## src/rtl/instr_encoder_loader.sv

```systemverilog
`default_nettype none
// instr_encoder_loader: packs instruction field tuples into 14-bit words and writes them
// sequentially into instruction memory. Optional macro: FIELD_CHECK_EN. Revision: 1.0
module instr_encoder_loader #(
  parameter int IMEM_DEPTH = 16,
  parameter int ADDR_W     = 4
) (
  input  logic              clk,
  input  logic              reset,
  input  logic              i_start,
  input  logic [ADDR_W-1:0] i_base_addr,
  input  logic [ADDR_W:0]   i_count,
  input  logic              i_valid,
  output logic              o_ready,
  input  logic [3:0]        i_opcode,
  input  logic [1:0]        i_reg0_addr,
  input  logic [1:0]        i_reg1_addr,
  input  logic [1:0]        i_reg2_addr,
  input  logic [3:0]        i_reserved,
  output logic              o_imem_we,
  output logic [ADDR_W-1:0] o_imem_addr,
  output logic [13:0]       o_imem_wdata,
  output logic              o_busy,
  output logic              o_done,
  output logic              o_error
);

  localparam logic [1:0] ST_IDLE = 2'd0;
  localparam logic [1:0] ST_LOAD = 2'd1;
  localparam logic [1:0] ST_DONE = 2'd2;

  localparam logic [ADDR_W:0]   DEPTH    = (ADDR_W+1)'(IMEM_DEPTH);
  localparam logic [ADDR_W:0]   CNT_ONE  = (ADDR_W+1)'(1);
  localparam logic [ADDR_W-1:0] ADDR_ONE = ADDR_W'(1);

  logic [1:0]        state;
  logic [ADDR_W-1:0] addr;
  logic [ADDR_W:0]   remaining;
  logic              accept;
  logic              beat_ok;
  logic [13:0]       word;

  assign accept = i_valid && o_ready;
  assign word   = {i_opcode, i_reg0_addr, i_reg1_addr, i_reg2_addr, i_reserved};

`ifdef FIELD_CHECK_EN
  assign beat_ok = (i_reserved == 4'h0);
`else
  assign beat_ok = 1'b1;
`endif

  assign o_ready = (state == ST_LOAD);
  assign o_busy  = (state == ST_LOAD);
  assign o_done  = (state == ST_DONE);

  always_ff @(posedge clk) begin
    if (reset) begin
      state        <= ST_IDLE;
      addr         <= '0;
      remaining    <= '0;
      o_imem_we    <= 1'b0;
      o_imem_addr  <= '0;
      o_imem_wdata <= '0;
      o_error      <= 1'b0;
    end else begin
      o_imem_we <= 1'b0;
      case (state)
        ST_IDLE: begin
          if (i_start) begin
            o_error <= (i_count > DEPTH);
            if ((i_count == '0) || (i_count > DEPTH)) begin
              state <= ST_DONE;
            end else begin
              addr      <= i_base_addr;
              remaining <= i_count;
              state     <= ST_LOAD;
            end
          end
        end
        ST_LOAD: begin
          if (accept) begin
            remaining <= remaining - CNT_ONE;
            // A rejected beat still consumes a slot but leaves the address in place.
            if (beat_ok) begin
              o_imem_we    <= 1'b1;
              o_imem_addr  <= addr;
              o_imem_wdata <= word;
              addr         <= addr + ADDR_ONE;
            end else begin
              o_error <= 1'b1;
            end
            if (remaining == CNT_ONE) begin
              state <= ST_DONE;
            end
          end
        end
        ST_DONE: state <= ST_IDLE;
        default: state <= ST_IDLE;
      endcase
    end
  end

endmodule
`default_nettype wire

```

## config.mk

```make
export PLATFORM = sky130hd
export DESIGN_NAME = instr_encoder_loader
export DESIGN_NICKNAME = d
export VERILOG_FILES = /design/src/rtl/instr_encoder_loader.sv
export SDC_FILE = /design/constraint.sdc
export NUM_CORES = 1
export LEC_CHECK = 0
export CAP_MARGIN = 10
export CORE_UTILIZATION = 40
export DETAILED_ROUTE_END_ITERATION = 16
export GPL_TIMING_DRIVEN = 0
export PLACE_DENSITY = 0.87
export SYNTH_ARGS = -nofsm -noshare
export SYNTH_HDL_FRONTEND = slang
export SYNTH_SLANG_ARGS = --single-unit
```

## constraint.sdc

```tcl
create_clock -name clk -period 1.6 [get_ports clk]
set_input_delay 0.16 -clock clk [delete_from_list [all_inputs] [get_ports clk]]
set_output_delay 0.16 -clock clk [all_outputs]
set_load 0.02 [all_outputs]
```

==> out/summary.md, run 1 <==
STA puts the critical path data required time at 1.44 ns. The run gives 50 as the top-level port count. The share of synthesized area in the top cell type comes to 43.5%. Detailed routing inserted a total of 1451 vias. For the cell row count, the log shows 21. For this run, the leading register cell type out of synthesis is sky130_fd_sc_hd__dfxtp_1. Setup violations remaining at the end of the flow were counted as 0.

Clock tree synthesis found a total of 31 sinks. The mapped netlist covers 1430 sq um. For the number of antenna violations at the first check in global routing, the log shows 0. After detailed routing, the number of remaining DRC violations is 0.

The xor/xnor share of the synthesized area was 0%. The startpoint identified for the worst register-to-register timing path is state[1]. In the post-synthesis netlist, the biggest area contributors are sky130_fd_sc_hd__dfxtp_1, sky130_fd_sc_hd__nand2_1, sky130_fd_sc_hd__a21oi_1, sky130_fd_sc_hd__buf_6, sky130_fd_sc_hd__ha_1.

For this design the total switching power over the nets is 0.000484 W. The fraction of registers with async set or reset after synthesis is 0%, and the multi-input combinational cell area is 726 sq um. For the filler cell count in the final layout, the log shows 330. The setup slack of the most critical reg-to-reg path is 0.15 ns.

Once layout is done, the placed cells without fillers occupy 2090 sq um. The logs give 49.6% for the sequential cell fraction of total power and 263 for the final net count. Entering global routing, the biggest net connects 11 pins.

In the synthesized netlist, mux cells make up 0% of the area. From synthesis to final layout, the design area changed by 46.4%. In this run the worst hold path is classified as in2reg. The final cycle utilization of the critical path was 96.5%. The worst setup path is launched from a flop. The share of total power dissipated in combinational logic is 23.0%. The clock reaches the later pin of the worst-skew pair after 0.34 ns. Summing the areas of all and, or, nand and nor instances in the mapped netlist gives 24.3% of the synthesized area. The synthesized netlist devotes 20.9% of its cell area to compound gates.

VDD sags by at most 0.409 mV. The number of library cell types mapped by synthesis is 35, and the cell count after placement is 267. Setup repair after global routing left no endpoint under its margin.

CTS built an H-tree with a depth of 2. Proportion of layout cells with a drive suffix above 1: 15.1%. From left edge to right edge, the die measures 61.7 um.

Yosys mapped a number of flops with a built-in enable equal to 0. Most area-hungry cell type in the Yosys netlist: sky130_fd_sc_hd__dfxtp_1. Ratio of total power to cell area: 814 nW/um^2.

Global routing used 20.2% of the available tracks. The number of nets in the synthesized netlist is 203. The number of cells in the finished layout apart from fillers is 278, and the final hold violation count is 0. The repair_antennas step left the layout with diodes totalling 0. Each instance of the synthesized netlist takes up on average 8.29 sq um. For the sequential-to-total area share from yosys stat, the log shows 43.5%. Global routing finished with a remaining overflow of 0.

The tools report the total negative setup slack as 0 ns. Most frequent cell after synthesis: sky130_fd_sc_hd__nand2_1. Counting every instance in the synthesized netlist gives 172. Once detail routing completed, the nets flagged for antenna violations numbered 0. For hold timing, the worst endpoint is remaining[1]. Max-cap violations in this run came to 0. Data arrives at the worst endpoint at 1.38 ns. Worst setup path category: reg2out.

Routability-driven placement finished with a final weighted congestion of 0.801. The via density per instance is 5.22. The tree is rooted in a sky130_fd_sc_hd__clkbuf_4. The highest attainable clock frequency was 648 MHz; the final period demand of the worst path was 1.54 ns. Across the whole layout, storage elements account for 622 sq um. The post-route core utilization came out at 62.0%.

The die covers 3810 sq um. TritonCTS built the clock tree. Detailed placement ended at an HPWL of 2.64 mm.

Net switching is 28.5% of the power. The die is 61.7 um tall. Once the floorplan was initialized, standard cells occupied 42.4% of the core. The total area inside the core boundary comes to 3360 sq um.

The largest family of logic cells by synthesized area was simple AND/OR/NAND/NOR gates. The flow ran to the end, and the final reports show no timing, DRC or antenna violations. The run gives 61.8% as the worst slew margin relative to its limit. Counting instances, the worst hold path has a depth of 3.

Clock-pin slew was measured on the worst setup and hold paths at 0.09 ns. The static leakage is 0.769 nW, and the power share of the clock group is 27.4%. After synthesis the netlist holds a flip-flop and latch count of 31. The first global-routing pass estimated 5.53 mm of wire. The worst-path maximum fanout works out to 9. The detailed router finished its first iteration with 58 violations.

The number of buffers inserted by hold repair at cts is 0. The worst hold-check slack came out at 0.168 ns. The run gives 4 as the number of iterations in the first detailed-routing pass.

The endpoint type of the worst setup path was an output pin. The launch instance of the worst min-delay path is i_count[1]. In this run the tool buffered the top-level ports with 49 buffer cells. The transition time at the pin with the least slew margin is 0.573 ns. For this block, the routed nets add up to 3.68 mm of wire.

For the number of slew-limit violations in the final report, the log shows 0. In this run the critical register-to-register path is captured at addr[0]. The number of warnings printed during yosys synthesis came out at 0. Dividing the detail-routed wire length by the instance count gives 13.2 um. The synthesized netlist devotes 3.51% of its cell area to adder and majority cells. The clock buffer count from CTS is 5, and the count of cells along the worst register-to-register path is 7. The logs give 1298 for the number of global-route vias before repair and 2000 sq um for the standard cell area after detailed placement. The cell-internal power was 0.00121 W. The clock passes through at most 2 buffers. Maximum clock skew at final layout: 0.00814 ns.

Sorting the synthesized cells by how often they occur yields sky130_fd_sc_hd__nand2_1, sky130_fd_sc_hd__a21oi_1, sky130_fd_sc_hd__dfxtp_1.
==> power groups by stage <==
| stage | combinational [W] | clock, W | sequential (W) |
|---|---|---|---|
| after CTS | 0.000386 | 0.000471 | 0.000841 |
| final | 0.000391 | 0.000465 | 0.000842 |
| after global placement | 0.000364 | 0 | 0.000857 |
| after detailed placement | 0.000373 | 0 | 0.000859 |
| after floorplan | 0.000203 | 0 | 0.000872 |
| after global routing | 0.000425 | 0.000498 | 0.000849 |
==> cell type report <==
type / instances / area share (%)
plain buffers: 11 / 4.56
multi-input cells: 126 / 34.8
repair buffers: 53 / 24.4
flip-flops and latches: 31 / 29.8
well taps: 46 / 2.76
clock inverters: 1 / 0.240
clock buffers: 6 / 2.46
inverters: 4 / 0.960
==> state kept, by name (all words and copies together), names as in the netlist <==
| signal | cells |
|---|---|
| addr | 4 |
| o_error | 1 |
| o_imem_addr | 4 |
| o_imem_wdata | 14 |
| o_imem_we | 1 |
| remaining | 5 |
| state | 2 |
==> placed cells by master (no fill, tap or decap), types with 2 or more instances in the layout <==
cell type	n
sky130_fd_sc_hd__a21oi_1	30
sky130_fd_sc_hd__buf_2	2
sky130_fd_sc_hd__dfxtp_1	30
sky130_fd_sc_hd__nor3_1	3
sky130_fd_sc_hd__nor2_1	9
sky130_fd_sc_hd__nand2_1	44
sky130_fd_sc_hd__nor3b_1	3
sky130_fd_sc_hd__inv_1	3
sky130_fd_sc_hd__clkbuf_1	3
sky130_fd_sc_hd__clkdlybuf4s15_1	2
sky130_fd_sc_hd__buf_6	6
sky130_fd_sc_hd__ha_1	3
sky130_fd_sc_hd__clkdlybuf4s50_1	42
sky130_fd_sc_hd__or2b_1	2
sky130_fd_sc_hd__buf_4	5
sky130_fd_sc_hd__a311oi_2	2
sky130_fd_sc_hd__dlygate4sd2_1	2
sky130_fd_sc_hd__nor2_2	2
sky130_fd_sc_hd__o21ai_1	6
sky130_fd_sc_hd__nand2b_1	3
sky130_fd_sc_hd__and2_1	2
sky130_fd_sc_hd__clkbuf_4	5
==> kinds of logic after synthesis <==
family                   Yosys count
buffers and inverters             15
adder cells (fa/ha/maj)            4
AO/OA/AOI/OAI                     47
flip-flops                        31
AND/OR/NAND/NOR                   75
==> worst max-delay path, cell delays in order, from the launching register on <==
cell	delay, ns
sky130_fd_sc_hd__dfxtp_1	0.33
sky130_fd_sc_hd__buf_6	0.13
sky130_fd_sc_hd__nand2b_1	0.12
sky130_fd_sc_hd__buf_6	0.15
sky130_fd_sc_hd__inv_6	0.05
sky130_fd_sc_hd__buf_4	0.12
sky130_fd_sc_hd__buf_4	0.14
==> layer usage <==
layer,vias to the layer above,part of all wire [%],track usage (%)
li1,706,-,-
met1,677,41,23.8
met2,56,49,34.4
met3,12,6.5,4.14
met4,0,2.9,11.1
met5,-,0,0
==> per-stage QoR <==
stage | total power (W) | worst slack, ns
floorplan | 0.00107 | -0.0233
global placement | 0.00122 | -0.565
detailed placement | 0.00123 | -0.581
CTS | 0.00170 | 0.0256
global route | 0.00177 | 0.00278
finish | 0.00170 | 0.0564
==> worst max-delay path by stage <==
stage                from           end
2_1_floorplan  i_count[3]  remaining[0]
3_3_place_gp   i_count[3]  remaining[0]
3_5_place_dp   i_count[3]  remaining[0]
4_1_cts          state[1]       o_ready
5_1_grt          state[1]       o_ready
6_report         state[1]       o_ready
==> timing repair <==
action,4_1_cts,5_1_grt
gates resized for setup,17,6
pin swaps,12,5
setup buffers,2,1
setup endpoints to repair,12,9
cloned,1,0
Note: power is estimated with default switching activity, not from simulation.
==> inputs of run 2 (changes only) <==
--- a/config.mk
+++ b/config.mk
@@ -6,10 +6,12 @@
 export NUM_CORES = 1
 export LEC_CHECK = 0
 export CAP_MARGIN = 10
-export CORE_UTILIZATION = 40
+export CELL_PAD_IN_SITES_DETAIL_PLACEMENT = 1
+export CELL_PAD_IN_SITES_GLOBAL_PLACEMENT = 1
+export CORE_UTILIZATION = 29
 export DETAILED_ROUTE_END_ITERATION = 16
 export GPL_TIMING_DRIVEN = 0
-export PLACE_DENSITY = 0.87
+export PLACE_DENSITY = 0.75
 export SYNTH_ARGS = -nofsm -noshare
 export SYNTH_HDL_FRONTEND = slang
 export SYNTH_SLANG_ARGS = --single-unit
==> out/summary.md, run 2 (synthesis gave the netlist of run 1 again) <==
The flow ran to the end, and the final reports show no timing, DRC or antenna violations. The arrival time of the worst setup path was 1.38 ns (about the same). The clock root buffer master is sky130_fd_sc_hd__clkbuf_8 (was sky130_fd_sc_hd__clkbuf_4). The logs give 4.01 mm (was 3.68 mm) for the total wire length and 6.49 mm (was 5.53 mm) for the wire length of the first global-routing pass.

Final net count: 261 (was 263). The count of cells along the worst register-to-register path is 6 (was 7), and the clock buffer count from CTS is 5 (unchanged). The tools report the total via count after detailed routing as 1385 (was 1451).

Die outline height: 72.1 um (was 61.7 um). Worst hold path class: in2reg (unchanged). The final cycle utilization of the critical path is 96.3% (was 96.5%), and the cell row count is 25 (was 21).

For the highest attainable clock frequency, the log shows 649 MHz (was 648 MHz). The logs give 0.21 ns (was 0.15 ns) for the setup slack of the most critical reg-to-reg path and 0 (unchanged) for the number of diodes added for antenna fixing. Critical-path cell list: buf_6 -> nand2b_1 -> buf_6 -> inv_4 -> buf_4 -> buf_2 (was buf_6 -> nand2b_1 -> buf_6 -> inv_6 -> buf_4 -> buf_4). The endpoint type of the worst setup path was an output pin (unchanged).

The logs give 30.2% (was 42.4%) for the initial standard-cell utilization of the core and 55.7% (was 61.8%) for the worst slew margin relative to its limit. The DRC violations left is 0 (unchanged). The peak supply drop came out at 0.420 mV (was 0.409 mV). Counting stages on the worst path, the most repeated cell is sky130_fd_sc_hd__buf_6.

The routability-driven placement congestion ratio was 0.789 (was 0.801); the number of DRC markers in iteration 0 was 23 (was 58). The run gives 1.44 ns (about the same) as the critical path required time. Reg-to-reg critical path endpoint: addr[2] (was addr[0]). H-tree depth: 2 (unchanged). X dimension of the die: 72.1 um (was 61.7 um). Register containing the most flip-flops in the final layout: o_imem_wdata (unchanged). The tools report the final setup violation count as 0 (unchanged).

The logs give 2.76 mm (was 2.64 mm) for the HPWL after detailed placement and 44.8% (was 62.0%) for the post-route core utilization. Top flop regs: o_imem_wdata (14), remaining (5) (unchanged). The final hold violation count came out at 0 (unchanged). The flip-flop count of the largest register, all copies and words added was 14 (unchanged); the total negative setup slack was 0 ns (unchanged).

The transition time at the pin with the least slew margin is 0.665 ns (was 0.573 ns), and the number of buffers inserted by hold repair at cts is 0 (unchanged). TritonCTS built the clock tree. The placeable core region is 4720 sq um (was 3360 sq um).

The ratio of total power to cell area came out at 882 nW/um^2 (was 814 nW/um^2). The tools report the overall track demand over capacity in global routing as 16.6% (was 20.2%). Standard cell with the maximum stage delay on the critical path: sky130_fd_sc_hd__dfxtp_1 (unchanged). Total power: 0.00187 W (was 0.00170 W). The clock sink count came out at 31 (unchanged). The number of antenna violations at the first check in global routing is 0 (unchanged). Leading cell type in the layout, fill and taps excluded: sky130_fd_sc_hd__nand2_1 (unchanged). Commonest cells after routing, fill and taps aside: sky130_fd_sc_hd__nand2_1, sky130_fd_sc_hd__clkdlybuf4s50_1, sky130_fd_sc_hd__a21oi_1, sky130_fd_sc_hd__dfxtp_1, sky130_fd_sc_hd__nor2_1 (unchanged).

The area of the die was 5200 sq um (was 3810 sq um). The insertion delay to the later sink of the worst-skew pair is 0.29 ns (was 0.34 ns). The worst setup path category is reg2out (unchanged). Startpoint of the worst-slack reg-to-reg timing path: state[1] (unchanged). Endpoint of the most critical setup path: o_ready (unchanged). The detail-routed net length per standard cell was 13.5 um (was 13.2 um); the number of violations of the max-capacitance limit was 0 (unchanged). The worst-path maximum fanout is 9 (unchanged), and the final period demand of the worst path is 1.54 ns (about the same).

The run gives 50 (unchanged) as the top-level port count. The tools report the launching instance or port of the critical path as state[1] (unchanged). The count of input and output buffers came out at 49 (unchanged). The proportion of layout cells with a drive suffix above 1 is 15.2% (was 15.1%).

The maximum root-to-sink buffer count came out at 2 (unchanged). Maximum clock skew at final layout: 0.00979 ns (was 0.00814 ns). The number of slew-limit violations in the final report is 0 (unchanged), and the clock transition time at the flip-flop clock pins of the worst setup and hold paths is 0.07 ns (was 0.09 ns). Setup repair after global routing left no endpoint under its margin. Type of origin of the critical path: a flop (unchanged). Pin count of the biggest net entering global routing: 11 (unchanged). The number of nets with antenna violations after routing was 0 (unchanged); the number of global-route vias before repair was 1359 (was 1298). The global route total overflow is 0 (unchanged).

The number of iterations in the first detailed-routing pass came out at 4 (unchanged). The static leakage was 0.772 nW (was 0.769 nW); the biggest cell delay along the critical path was 0.31 ns (was 0.33 ns). The post-synthesis to final-layout area growth works out to 48.4% (was 46.4%).

The via density per instance came out at 4.66 (was 5.22).
==> run 2: changes by cell type in the layout (fill, tap and decap cells not counted) <==
cell                              delta
sky130_fd_sc_hd__buf_2               +1
sky130_fd_sc_hd__buf_4               -3
sky130_fd_sc_hd__clkbuf_2            +2
sky130_fd_sc_hd__clkbuf_4            -5
sky130_fd_sc_hd__clkbuf_8            +5
sky130_fd_sc_hd__clkdlybuf4s15_1     -1
sky130_fd_sc_hd__dlygate4sd2_1       -1
sky130_fd_sc_hd__inv_4               +1
sky130_fd_sc_hd__inv_6               -1
==> run 2: critical path: cells and delay by family, from the launching register on <==
family	cells	cell delay, ns
buffers and inverters	5	0.64
DFF	1	0.31
and+or+nand+nor	1	0.15
==> run 2: stage by stage <==
step	hold slack, ns	setup WS, ns	instances	instance area, sq um
after global placement	0.442	-0.582	288	2020
final	0.233	0.0598	297	2110
after global routing	0.263	0.00317	297	2110
after detailed placement	0.446	-0.602	288	2020
after floorplan	0.280	-0.0233	172	1450
after CTS	0.341	0.00830	297	2130
==> run 2: metal layers <==
metal  global-route usage [%]  part of all wire, %  vias up  wire, um
li1                         -                    -      699         -
met1                     20.5                   48      650      1910
met2                     27.5                   47       31      1890
met3                     3.19                  3.6        5       144
met4                     8.50                  1.8        0        72
met5                        0                    0        -         0
==> run 2: what timing repair did <==
action                                  CTS  global route
resized for setup                        19             6
endpoints found under the setup margin   12             7
gates cloned                              1             0
hold endpoints to repair                  0             0
pin swaps                                 6             4
setup buffers                             1             0
==> run 2: cell type report <==
type	instances	area (sq um)
Buffer	11	95.1
Inverter	4	17.5
Tap cell	67	83.8
Clock buffer	6	82.6
Clock inverter	1	5.00
Multi-Input combinational cell	126	726
Sequential cell	31	622
Timing Repair Buffer	51	483
Fill cell	569	2610
==> run 2: power breakdown <==
| group | internal, W | total (W) | switching (W) | leakage (nW) |
|---|---|---|---|---|
| clock | 0.000337 | 0.000638 | 0.000301 | 0.0470 |
| sequential | 0.000811 | 0.000844 | 0.0000332 | 0.252 |
| combinational | 0.000193 | 0.000384 | 0.000191 | 0.472 |
==> run 2: how the worst min path moves through the flow <==
| stage | start | depth (start not counted) | end | slack (ns) |
|---|---|---|---|---|
| CTS | i_count[1] | 3 | remaining[1] | 0.34 |
| global route | i_count[1] | 3 | remaining[1] | 0.26 |
| detailed placement | o_imem_addr[3] | 2 | o_imem_addr[3] | 0.45 |
| global placement | o_imem_wdata[6] | 2 | o_imem_wdata[6] | 0.44 |
| floorplan | reset | 1 | addr[3] | 0.28 |
| finish | i_count[0] | 3 | remaining[0] | 0.23 |
==> patch: new RTL, flow settings as in run 2 <==
Build with the macro `FIELD_CHECK_EN` defined.
--- a/src/rtl/instr_encoder_loader.sv
+++ b/src/rtl/instr_encoder_loader.sv
@@ -1,6 +1,8 @@
 `default_nettype none
 // instr_encoder_loader: packs instruction field tuples into 14-bit words and writes them
 // sequentially into instruction memory. Optional macro: FIELD_CHECK_EN. Revision: 1.0
+`define FIELD_CHECK_EN
+
 module instr_encoder_loader #(
   parameter int IMEM_DEPTH = 16,
   parameter int ADDR_W     = 4
Function: changed (a bounded check fails within 4 cycles, from zero or initial values and one cycle with reset high).
==> patch against run 2 <==
- the run now ends with DRC, setup timing left
- sequential cell count unchanged
- setup slack worse by 0.39 ns
- die area down 0.60%
- cell area up 7.5%
- critical path type is now in -> reg
- total power down 2.9%
- routed wire length up 9.4%
- area after synthesis down 0.61%
- sequential power down 2.7%
- largest cell class unchanged
==> patch: results (changes against run 2) <==
netlist_top_cells_area: "sky130_fd_sc_hd__dfxtp_1, sky130_fd_sc_hd__nand2_1, sky130_fd_sc_hd__a21oi_1"
track_usage_pct: 17.8  # +1.2 points
number_of_placed_instances_taps_included: 288  # unchanged
globalplace.congestion: 0.750  # -4.9%
worst_ir_drop_vdd_mv: 0.322  # -23%
hold_path.startpoint: "i_count[2]"
ys.flop_type: "sky130_fd_sc_hd__dfxtp_1"
numCtsBuffers: 5  # unchanged
reg2reg_slack_ns: -0.07  # -0.28 ns
r2r_start: "state[0]"
post_cts_setup_buffer_count: 8  # +7
holdCritPathClass: "in -> reg"
layout.nets: 274  # +5.0%
layout-drive-gt1-share_pct: 23.9  # +8.7 points
clock_tree.buffer_depth: 2  # unchanged
hold-path-endpoint: "remaining[2]"
setup_viol: 9  # +9
dr_total_vias: 1479  # +6.8%
firstDrtPassIters: 10  # +6
post_cts.resized_instances: 45  # +26
antenna_found_initial: 0  # unchanged
place_ws_ns: -1.03  # -0.428 ns
synthesis.nets: 203  # unchanged
antenna_cells_inserted: 0  # unchanged
first_iter_violations: 53  # +130%
clkLatencyLatePin_ns: 0.28
failed_checks: "DRC, setup timing"
drcViolationCount: 1  # +1
worstSetupPathType: "in -> reg"
crit_path_start: "i_count[1]"
synth-seq-area-share_pct: 43.8  # +0.27 points
first_global_vias: 1439  # +5.9%
synth.avg_cell_area_um2: 8.23  # -0.61%
worstPathMaxFanout: 6  # -3
synthDistinctLibCells: 38  # +8.6%
timing.rr.end: "remaining[0]"
fin_skew_ns: 0.00599  # -0.00379 ns
holdPathStages: 4  # +1
global_route_wire_length_before_repair_um: 6990  # +7.8%
synthesis.yosys.warnings: 0  # unchanged
async_flop_share_pct: 0  # unchanged
run_status: "finished with violations"
r2r_cells: 6  # unchanged
clock_tree.root_cell: "sky130_fd_sc_hd__clkbuf_8"
post-dp-hpwl_um: 2900  # +5.0%
synthTopCellsByCount: "sky130_fd_sc_hd__nand2_1, sky130_fd_sc_hd__dfxtp_1, sky130_fd_sc_hd__a21oi_1"
clkSlewWorstSetupHoldPaths_ns: 0.06
maximum_number_of_pins_on_one_net_before_global_route_repair: 12  # +1
arrival_ns: 2.09  # +0.71 ns
wire_length_after_detailed_routing_um: 4390  # +9.4%
routed_wire_length_per_instance_um: 14.1  # +4.8%
worstMarginPinSlew_ns: 0.548  # -0.117 ns
p_leak_nw: 0.844  # +9.4%
count_of_input_and_output_buffers: 49  # unchanged
biggestRegsByFlops: "o_imem_wdata: 14 flops, remaining: 5 flops"
cts-htree-levels: 2  # unchanged
setup_ws_ns: -0.334  # -0.394 ns
patch: cells by family (layout without fill, tap and decap cells):
group	Yosys count	after routing	synth area share (%)
buf+inv	16	87	5.39
simple gates	78	78	27.6
flops	31	31	43.8
fa+ha+maj	4	4	3.53
compound gates	42	42	18.9
mux	1	1	0.795
patch: critical path, stage by stage:
cell and delay, ns:
sky130_fd_sc_hd__buf_6 0.09, sky130_fd_sc_hd__or4_4 0.56, sky130_fd_sc_hd__ha_4 0.29, sky130_fd_sc_hd__and4bb_2 0.25, sky130_fd_sc_hd__or2_0 0.12, sky130_fd_sc_hd__buf_4 0.15
sky130_fd_sc_hd__o21ai_0 0.12, sky130_fd_sc_hd__a221oi_1 0.36
patch: cell type report:
| cell class | count | area [µm²] |
|---|---|---|
| sequential | 31 | 622 |
| tap | 67 | 83.8 |
| fill | 565 | 2450 |
| timing repair buffer | 64 | 599 |
| clock inverter | 1 | 5.00 |
| buffer | 11 | 87.6 |
| clock buffer | 6 | 82.6 |
| inverter | 5 | 18.8 |
| multi-input combinational | 125 | 774 |
patch: per-layer routing:
layer,track usage [%],part of all wire (%),up-vias
met4,7.19,0.71,0
met2,28.7,48,37
met3,5.20,4.0,4
li1,-,-,735
met5,0,0,-
met1,22.4,47,703
patch: stage by stage:
step | area [µm²] | TNS [ns] | hold WS [ns]
final | 2270 | -1.83 | 0.260
after global placement | 1990 | -14.73 | 0.442
after global routing | 2270 | -2.20 | 0.293
after floorplan | 1420 | -2.11 | 0.296
after detailed placement | 1990 | -15.53 | 0.444
after CTS | 2190 | -1.09 | 0.251
patch: power breakdown:
group,internal (mW),leakage (nW),total [mW],switching [mW]
clock,0.337,0.0470,0.628,0.291
combinational,0.198,0.546,0.364,0.166
sequential,0.798,0.252,0.821,0.0228
